## src/rtl/div_sequencer.sv

```systemverilog
// Front-end for the multi-cycle divider: buffers tagged operand pairs in an
// in-order FIFO, issues them one at a time, and returns tagged quotients.
module div_sequencer #(
  parameter int unsigned FIFO_DEPTH = 4,
  parameter int unsigned TAG_W      = 4,
  parameter int unsigned TIMEOUT    = 64
) (
  input  logic             clk,
  input  logic             reset,
  input  logic             in_valid,
  output logic             in_ready,
  input  logic [15:0]      in_a,
  input  logic [15:0]      in_b,
  input  logic [TAG_W-1:0] in_tag,
  output logic             div_start,
  output logic [15:0]      div_a,
  output logic [15:0]      div_b,
  input  logic [15:0]      div_result,
  input  logic             div_overflow,
  input  logic             div_finish,
  output logic             out_valid,
  input  logic             out_ready,
  output logic [15:0]      out_result,
  output logic             out_overflow,
  output logic             out_timeout,
  output logic [TAG_W-1:0] out_tag,
  output logic             busy
);

  localparam int unsigned PTR_W = (FIFO_DEPTH > 1) ? $clog2(FIFO_DEPTH) : 1;
  localparam int unsigned CNT_W = PTR_W + 1;
  localparam int unsigned WD_W  = $clog2(TIMEOUT + 1);

  typedef enum logic [1:0] {IDLE, ISSUE, HOLD} state_t;

  typedef struct packed {
    logic [15:0]      a;
    logic [15:0]      b;
    logic [TAG_W-1:0] tag;
  } req_t;

  req_t             mem_q [FIFO_DEPTH];
  req_t             head;
  logic [PTR_W-1:0] wr_ptr_q, wr_ptr_d, rd_ptr_q, rd_ptr_d;
  logic [CNT_W-1:0] count_q, count_d;
  state_t           state_q, state_d;
  logic [15:0]      div_a_q, div_a_d, div_b_q, div_b_d;
  logic [TAG_W-1:0] tag_q, tag_d;
  logic [WD_W-1:0]  wdog_q, wdog_d;
  logic [15:0]      res_q, res_d;
  logic             ovf_q, ovf_d, tmo_q, tmo_d;
  logic             push, pop;

  assign in_ready = (count_q != CNT_W'(FIFO_DEPTH));
  assign push     = in_valid && in_ready;
  assign head     = mem_q[rd_ptr_q];

  always_ff @(posedge clk) begin
    if (push) begin
      mem_q[wr_ptr_q] <= '{a: in_a, b: in_b, tag: in_tag};
    end
  end

  always_comb begin
    state_d  = state_q;
    div_a_d  = div_a_q;
    div_b_d  = div_b_q;
    tag_d    = tag_q;
    wdog_d   = wdog_q;
    res_d    = res_q;
    ovf_d    = ovf_q;
    tmo_d    = tmo_q;
    pop      = 1'b0;
    case (state_q)
      IDLE: begin
        if (count_q != '0) begin
          pop   = 1'b1;
          tag_d = head.tag;
          if (head.b != '0) begin
            div_a_d = head.a;
            div_b_d = head.b;
            wdog_d  = '0;
            state_d = ISSUE;
          end else begin
            // Divide-by-zero saturates by dividend sign; divider is bypassed.
            res_d   = head.a[15] ? 16'h8000 : 16'h7FFF;
            ovf_d   = 1'b1;
            tmo_d   = 1'b0;
            state_d = HOLD;
          end
        end
      end
      ISSUE: begin
        wdog_d = wdog_q + WD_W'(1);
        if (div_finish) begin
          res_d   = div_result;
          ovf_d   = div_overflow;
          tmo_d   = 1'b0;
          state_d = HOLD;
        end else if (wdog_q == WD_W'(TIMEOUT - 1)) begin
          res_d   = '0;
          ovf_d   = 1'b1;
          tmo_d   = 1'b1;
          state_d = HOLD;
        end
      end
      HOLD: begin
        if (out_ready) begin
          state_d = IDLE;
        end
      end
      default: state_d = IDLE;
    endcase

    wr_ptr_d = wr_ptr_q + PTR_W'(push);
    rd_ptr_d = rd_ptr_q + PTR_W'(pop);
    count_d  = count_q + CNT_W'(push) - CNT_W'(pop);
  end

  always_ff @(posedge clk or negedge reset) begin
    if (!reset) begin
      state_q  <= IDLE;
      wr_ptr_q <= '0;
      rd_ptr_q <= '0;
      count_q  <= '0;
      div_a_q  <= '0;
      div_b_q  <= '0;
      tag_q    <= '0;
      wdog_q   <= '0;
      res_q    <= '0;
      ovf_q    <= 1'b0;
      tmo_q    <= 1'b0;
    end else begin
      state_q  <= state_d;
      wr_ptr_q <= wr_ptr_d;
      rd_ptr_q <= rd_ptr_d;
      count_q  <= count_d;
      div_a_q  <= div_a_d;
      div_b_q  <= div_b_d;
      tag_q    <= tag_d;
      wdog_q   <= wdog_d;
      res_q    <= res_d;
      ovf_q    <= ovf_d;
      tmo_q    <= tmo_d;
    end
  end

  assign div_start    = (state_q == ISSUE);
  assign out_valid    = (state_q == HOLD);
  assign div_a        = div_a_q;
  assign div_b        = div_b_q;
  assign out_result   = res_q;
  assign out_overflow = ovf_q;
  assign out_timeout  = tmo_q;
  assign out_tag      = tag_q;
  assign busy         = (count_q != '0) || (state_q != IDLE);

endmodule

```

## config.mk

```make
export PLATFORM = sky130hd
export DESIGN_NAME = div_sequencer
export DESIGN_NICKNAME = d
export VERILOG_FILES = /design/src/rtl/div_sequencer.sv
export SDC_FILE = /design/constraint.sdc
export NUM_CORES = 1
export LEC_CHECK = 0
export CAP_MARGIN = 30
export CELL_PAD_IN_SITES_DETAIL_PLACEMENT = 0
export CELL_PAD_IN_SITES_GLOBAL_PLACEMENT = 2
export CORE_MARGIN = 5
export CORE_UTILIZATION = 30
export CTS_BUF_LIST = sky130_fd_sc_hd__clkbuf_8 sky130_fd_sc_hd__clkbuf_16
export CTS_CLUSTER_SIZE = 12
export DETAILED_ROUTE_END_ITERATION = 10
export HOLD_SLACK_MARGIN = 0.15
export PLACE_DENSITY_LB_ADDON = 0.1
export SYNTH_ARGS = -nofsm -noshare
export SYNTH_HDL_FRONTEND = slang
export SYNTH_SLANG_ARGS = --single-unit
```

## constraint.sdc

```tcl
create_clock -name clk -period 3.8 [get_ports clk]
set_input_delay 1.14 -clock clk [delete_from_list [all_inputs] [get_ports clk]]
set_output_delay 1.14 -clock clk [all_outputs]
set_load 0.02 [all_outputs]
```

Yosys cells after proc, flatten, opt, wreduce, memory -nomap -nowiden. Memories as Yosys holds them, arrays and structs flattened. Index checks and enable logic that the tools add are counted.

Memories: 1. Word-level logic and storage cells: 66. Register bits: 70. RAM bits: 144. Output and inout port bits: 58. Bits of input ports: 58.

Multiplexer cells: 28. Reductions and logical operators: 12. $add $sub $neg: 5. Eq/ne operators: 9.

Memories: mem_q (words 4, width 36, read ports 1, clocked after Yosys merged registers in 0, write ports 1, line 42) `req_t mem_q [FIFO_DEPTH];`.

Operator list (count): 2-to-1 mux 16 bit (5); one-hot mux 16 bit (2 select lines) (1); nonzero test 16 bit (1); 2-to-1 mux 7 bit (2); one-hot mux 7 bit (2 select lines) (1); 2-to-1 mux 1 bit (11); 2-to-1 mux 2 bit (5); AND reduction 3 bit (3); adder 7 x 1 -> 7 bit, second input constant (1); == test 7 x 6 -> 1 bit, second input constant (1); inequality test 2 bit, second input constant (3); one-hot mux 2 bit (3 select lines) (1); adder 2 x 1 -> 2 bit (2); one-hot mux 1 bit (2 select lines) (2); AND reduction 4 bit (1); nonzero test 2 bit (2); adder 3 x 1 -> 3 bit (1); inequality test 3 x 1 -> 1 bit, second input constant (1); inequality test 3 bit, second input constant (1); nonzero test 3 bit (1); subtractor 3 x 1 -> 3 bit (1); == test 2 x 1 -> 1 bit, second input constant (1); == test 2 bit, second input constant (1); zero test 2 bit (1); 4 further kinds (4).

Depth between registers and ports, before layout. Gate-level depths: netlist of the first run. An unclocked memory read counts as a cell.

Depth in word-level cells: 5. Mapped depth: 10. Depth with buffers taken out: 10.

Worst setup path before layout of the first run. OpenSTA, ideal clock, no wires.

Path type: in2reg. Start: in in_valid. End: mem mem_q[0][0] in the netlist's numbering (enable). Data required time: 3.326 ns. Data arrival time: 3.687 ns. Setup slack: -0.361 ns. Setup time: 0.474 ns. Path buffers: 0. Stages on the path: 2. Cells stage by stage: nand2_1 > nor3_1.

Cells in the longest elaborated chain, start to end: 3.

Ends and longest elaborated chain: start, declared (line 10) `input logic in_valid,`; logical AND 1 bit (line 55) `assign push = in_valid && in_ready;`; 2-to-1 mux 1 bit (line 59) `if (push) begin`; 2-to-1 mux 1 bit (not written as such) (line 60) `mem_q[wr_ptr_q] <= '{a: in_a, b: in_b, tag: in_tag};`; end, declared (line 42).

No other way between the ends.

Final worst setup path of the first run.
Start: reg state_q[1]. End: out div_start.

Cells in the longest elaborated chain, start to end: 1.

Ends and longest elaborated chain: start, declared (line 46) `state_t state_q, state_d;`; start signal, assigned (line 134) `state_q <= state_d;`; == test 2 x 1 -> 1 bit (line 148) `assign div_start = (state_q == ISSUE);`; end, declared (line 15) `output logic div_start,`.

No other way between the ends.

==> reports/results.ini, run 1 <==
[run_status]
outcome=finished, final reports clean

[detailed_routing]
detail_route.wl_per_cell_um=18.9
first_iter_violations=151
drt.antenna.violating_nets=0
first_pass_iters=4
vias_per_cell=4.45
vias=4362
drcViolationCount=0
wirelength_um=18500

[logic_synthesis]
synth-xor-area-share_pct=0.518
synth_compound_area_share_pct=1.33
synthSimpleGateAreaFrac_pct=4.87
synth_top_area_share_pct=51.1
synthTopCellsByArea=edfxtp_1, dfrtp_1, mux4_2
synth.most_common_cell=edfxtp_1
syn-cell-area_um2=8460
yosysSeqAreaShare_pct=71.8
syn_nets=514
ys_types=41
synth_edf_count=144
ys_seq_elements=214
synth_mux_area_share_pct=18.3
synth_commonest_cells=edfxtp_1, dfrtp_1, nand2_1, mux2_4, mux4_2
synth_warnings=0
synth_top_family_by_area=multiplexers
ys.flop_type=edfxtp_1
avgSynthCellArea_um2=18.7
async_flop_share_pct=32.7
synth_adder_area_share_pct=0.681
synth_top_area_cell=edfxtp_1
synthCells=452

[timing]
tns_ns=0
grt_setup_unrepaired=no
fin_crit_sh_pct=86.9
layout_setup_ws_ns=0.498
setup_viol=0
period_minus_slack_ns=3.30
fin_skew_ns=0.0227
max_freq_mhz=303
finalMaxSlewViolations=0
tightest_slew_ns=0.670
slew_headroom_pct=55.2
final_hold_viol_count=0

[placed_design]
portBuffers=115
place_congestion=0.664
place_ws_ns=0.537
dpl.hpwl_um=11600

[grt]
grt_usage_pct=11.6
first_global_vias=4845
antenna_found_initial=0
grt_start_max_net_pins=41
grt_pass1_wl_um=28400
grt-ovfl-total=0

[floorplan]
fp-row-count=61
dieHeight_um=178
start_util_pct=30.4
die_area_um2=31600
fp.dieW_um=178
core-area_um2=27800
ios=116

[final_layout]
antenna_cells=0
area_growth_pct=28.4
drive_above_1_share_pct=22.7
layout.nets=647

[clock_network]
cts.sinks=214
htreeDepth=1
postCtsResizedCells=0
cts_hold_buf=0
worstSkewPairLatency_ns=0.52
cts_tree=done
cts_root_buf=clkbuf_16
post_cts_buffers=0
ctsLongestPathBuffers=3
cts_buffers=24
cts.clk_slew.worst_paths_ns=0.06

[worst_setup_path]
start_kind=flip-flop
end_kind=primary output
cp.required_ns=2.66
worstPathArrival_ns=2.16
critical_path_class=flip-flop to primary output
cp_max_fo=15

[pwr]
p_comb_share_pct=38.1
clkPwrFrac_pct=23.4
total_leakage_power_uw=0.00405
vdd_drop_max_uv=391
sw_frac_of_total_pct=31.7
p_seq_share_pct=38.6
switching_power_uw=2960
p_per_area_nw_per_um2=861
p_int_uw=6390

[run]
cap_viol_max_count=0

[min_path]
min_path_type=flip-flop to flip-flop

## power groups by stage
stage          logic [µW]  registers [µW]  clock network [µW]
2_1_floorplan        2170            3850                   0
3_3_place_gp         3620            3650                   0
3_5_place_dp         3670            3650                   0
4_1_cts              3670            3630                2260
5_1_grt              3840            3690                2370
6_report             3560            3600                2190
## logic make-up (layout without fill, tap and decap cells)
| family | Yosys count | count (layout) |
|---|---|---|
| buffers and inverters | 29 | 180 |
| multiplexers | 89 | 89 |
| AND/OR/NAND/NOR | 96 | 96 |
| adder cells (fa/ha/maj) | 4 | 4 |
| AO/OA/AOI/OAI | 15 | 15 |
| flip-flops | 214 | 214 |
| XOR/XNOR | 5 | 5 |
## per-stage QoR
step	cell area, µm²	util, %	total power [µW]	instances	hold slack, ns
2_1_floorplan	8460	-	6020	452	0.461
3_3_place_gp	10100	36.3	7270	936	0.468
3_5_place_dp	10100	36.4	7320	937	0.471
4_1_cts	10900	39.1	9560	981	0.487
5_1_grt	10900	39.1	9900	981	0.525
6_report	10900	39.1	9350	981	0.477
## registers in the layout, indices dropped and copies added, names as in the netlist
signal,flops
mem_q,144
out_overflow,1
div_a,16
wdog_q,7
state_q,2
wr_ptr_q,2
div_b,16
count_q,3
out_timeout,1
rd_ptr_q,2
out_result,16
out_tag,4
## final cells by class
class / count / area, µm²
clock inverters: 19 / 145
multi-input cells: 209 / 2200
flip-flops and latches: 214 / 6080
fillers: 2603 / 16900
well taps: 378 / 473
inverters: 8 / 30.0
clock buffers: 25 / 614
repair buffers: 128 / 1320
## path summary, 6_finish.rpt
path | startpoint | endpoint | slack, ns | cells after the start
min in group asynchronous | reset | div_a[2] | 0.64 | 1
min reg2reg | out_tag[0] | out_tag[0] | 0.48 | 2
max | state_q[1] | div_start | 0.50 | 4
max in group asynchronous | reset | rd_ptr_q[1] | 2.52 | 2
min | out_tag[0] | out_tag[0] | 0.48 | 2
max reg2reg | rd_ptr_q[0] | div_b[1] | 0.62 | 7
## worst max-delay path, cell delays in order, from the launching register on
cell and delay [ns]:
dfrtp_1 0.36, buf_4 0.18, nand2b_1 0.21, inv_1 0.25, clkdlybuf4s50_1 0.66
## cell usage in the layout (no fill, tap or decap), types with 2 or more instances in the layout
cell type / count
mux4_1: 3
nor3_1: 2
ha_1: 3
bufinv_16: 2
clkinv_2: 4
nor2_1: 8
mux4_2: 33
nand2_1: 65
xnor2_1: 4
nor2_4: 2
clkbuf_16: 24
inv_1: 17
o221ai_1: 4
buf_12: 6
a22oi_1: 2
nand2b_1: 2
buf_4: 7
mux2_2: 13
mux2_4: 36
edfxtp_1: 144
dfrtp_2: 2
o21ai_0: 3
dfrtp_1: 68
clkinv_1: 2
mux2i_1: 4
nand3_1: 2
and3_1: 2
nor4_1: 5
clkdlybuf4s50_1: 114
## routing by layer
| metal | part of all wire, % | global-route usage (%) | up-vias |
|---|---|---|---|
| li1 | - | - | 1992 |
| met5 | 0 | 0 | - |
| met1 | 42 | 14.9 | 2226 |
| met3 | 6.1 | 2.98 | 24 |
| met4 | 1.8 | 2.45 | 0 |
| met2 | 50 | 20.0 | 120 |
Power figures use the tool's default switching activity.
==> run 2, diff against run 1 <==
Settings changed: CELL_PAD_IN_SITES_DETAIL_PLACEMENT 0 to 1, DONT_BUFFER_PORTS set to 1.
==> reports/results.ini, run 2 (synthesis gave the netlist of run 1 again) <==
[worst_setup_path]
cpMaxStageDelayCell=mux4_1
start_kind=flip-flop
critPathMaxStageDelay_ns=0.66  ; about the same
path_cells=mux4_1, nor4_1, buf_4, and4_1, nand2b_2, buf_12, mux2_2
r2r_start=rd_ptr_q[0]
cp.required_ns=4.20  ; +1.54 ns
worstPathArrival_ns=3.80  ; +1.64 ns
critical_path_class=flip-flop to flip-flop
end_kind=flip-flop
crit_path_start=rd_ptr_q[0]
cp_max_fo=11  ; -4

[min_path]
min_path_type=input pin to asynchronous set/reset pin

[clock_network]
postCtsResizedCells=0  ; unchanged
cts_tree=done
cts_hold_buf=0  ; unchanged
post_cts_buffers=0  ; unchanged
cts.clk_slew.worst_paths_ns=0.06  ; about the same
ctsLongestPathBuffers=3  ; unchanged
cts_buffers=26  ; +8.3%
cts_root_buf=clkbuf_16
htreeDepth=1  ; unchanged
worstSkewPairLatency_ns=0.54  ; +0.02 ns
cts.sinks=214  ; unchanged

[pwr]
sw_frac_of_total_pct=32.3  ; +0.61 points
p_seq_share_pct=44.4  ; +5.8 points
p_comb_share_pct=27.6  ; -10 points
clkPwrFrac_pct=28.0  ; +4.6 points
p_int_uw=6200  ; -3.0%
total_leakage_power_uw=0.00369  ; -8.9%
switching_power_uw=2960  ; -0.22%
vdd_drop_max_uv=402  ; +2.8%
p_per_area_nw_per_um2=926  ; +7.5%

[final_layout]
area_growth_pct=16.9
largest_register=mem_q
multiInputGateArea_um2=2200  ; unchanged
largest_reg_flops=144  ; unchanged
fin_cells=871  ; -11%
mostFrequentLayoutCell=edfxtp_1
antenna_cells=0  ; unchanged
regArea_um2=6080  ; unchanged
layout.nets=535  ; -17%
drive_above_1_share_pct=28.8  ; +6.1 points
fillCellCount=2776  ; +6.6%
final_cell_mix=edfxtp_1, dfrtp_1, nand2_1, mux2_4, mux4_2

[placed_design]
place_congestion=0.664  ; about the same
dpl.cell_count=823  ; -12%
place_ws_ns=0.312  ; -0.225 ns
dpl.hpwl_um=12100  ; +4.3%
portBuffers=0  ; -100%

[timing]
grt_setup_unrepaired=no
tns_ns=0  ; unchanged
fin_crit_sh_pct=89.4  ; +2.5 points
finalMaxSlewViolations=0  ; unchanged
max_freq_mhz=294  ; -2.8%
fin_skew_ns=0.0201  ; -0.00258 ns
layout_setup_ws_ns=0.402  ; -0.0958 ns
setup_viol=0  ; unchanged
slew_headroom_pct=39.2  ; -16 points
period_minus_slack_ns=3.40  ; +0.0958 ns
final_hold_viol_count=0  ; unchanged
tightest_slew_ns=0.905  ; +0.235 ns

[detailed_routing]
first_pass_iters=4  ; unchanged
drcViolationCount=0  ; unchanged
first_iter_violations=177  ; +17%
wirelength_um=18600  ; +0.58%
vias_per_cell=4.56  ; +2.5%
detail_route.wl_per_cell_um=21.4  ; +13%
vias=3968  ; -9.0%
drt.antenna.violating_nets=0  ; unchanged

[grt]
antenna_found_initial=0  ; unchanged
grt_pass1_wl_um=28200  ; -0.70%
grt_usage_pct=11.8  ; +0.13 points
grt-ovfl-total=0  ; unchanged
grt_start_max_net_pins=71  ; +73%
first_global_vias=4525  ; -6.6%

[run_status]
outcome=finished, final reports clean

[run]
cap_viol_max_count=0  ; unchanged

[floorplan]
core-area_um2=27800  ; unchanged
ios=116  ; unchanged
start_util_pct=30.4  ; unchanged
fp.dieW_um=178  ; unchanged
fp-row-count=61  ; unchanged
die_area_um2=31600  ; unchanged
dieHeight_um=178  ; unchanged

## run 2: final timing paths
path	to	slack [ns]	depth (start not counted)
worst max register to register	div_b[13]	0.40	7
worst max-delay path	div_b[13]	0.40	7
max in group asynchronous	rd_ptr_q[1]	3.37	0
worst min-delay path	div_b[14]	0.31	0
worst min register to register	wdog_q[5]	0.52	1
min in group clk	wdog_q[5]	0.52	1
## run 2: metal layers
layer | GRT usage (%) | vias to the layer above | share of wire (%)
met5 | 0 | - | 0
met4 | 3.00 | 0 | 2.2
met3 | 4.62 | 29 | 9.1
met2 | 20.9 | 108 | 51
met1 | 13.2 | 2065 | 38
li1 | - | 1766 | -
## run 2: power by group through the flow
stage,Sequential [µW],Combinational [µW],Clock [µW]
6_report,4060,2530,2560
5_1_grt,4150,2760,2760
4_1_cts,4100,2620,2660
3_5_place_dp,4140,2610,0
3_3_place_gp,4130,2550,0
2_1_floorplan,3850,2170,0
## run 2: stage by stage
step / util, % / area (µm²) / power, µW / hold WS (ns)
finish: 35.6 / 9890 / 9150 / 0.307
global route: 35.6 / 9890 / 9680 / 0.268
CTS: 35.6 / 9890 / 9380 / 0.266
detailed placement: 32.3 / 8960 / 6750 / 0.512
global placement: 32.3 / 8960 / 6680 / 0.503
floorplan: - / 8460 / 6020 / 0.461
## run 2: layout make-up
class	count	area share [%]
sequential	214	61.5
inverter	8	0.304
clock inverter	20	2.48
timing repair buffer	14	1.82
tap	378	4.78
multi-input combinational	209	22.3
clock buffer	28	6.86
## run 2: critical path: cells and delay by family (launching register included)
family | cells | cell delay (ns)
buffers and inverters | 2 | 0.41
AND/OR/NAND/NOR | 3 | 1.26
multiplexers | 2 | 1.00
flip-flops | 1 | 0.60
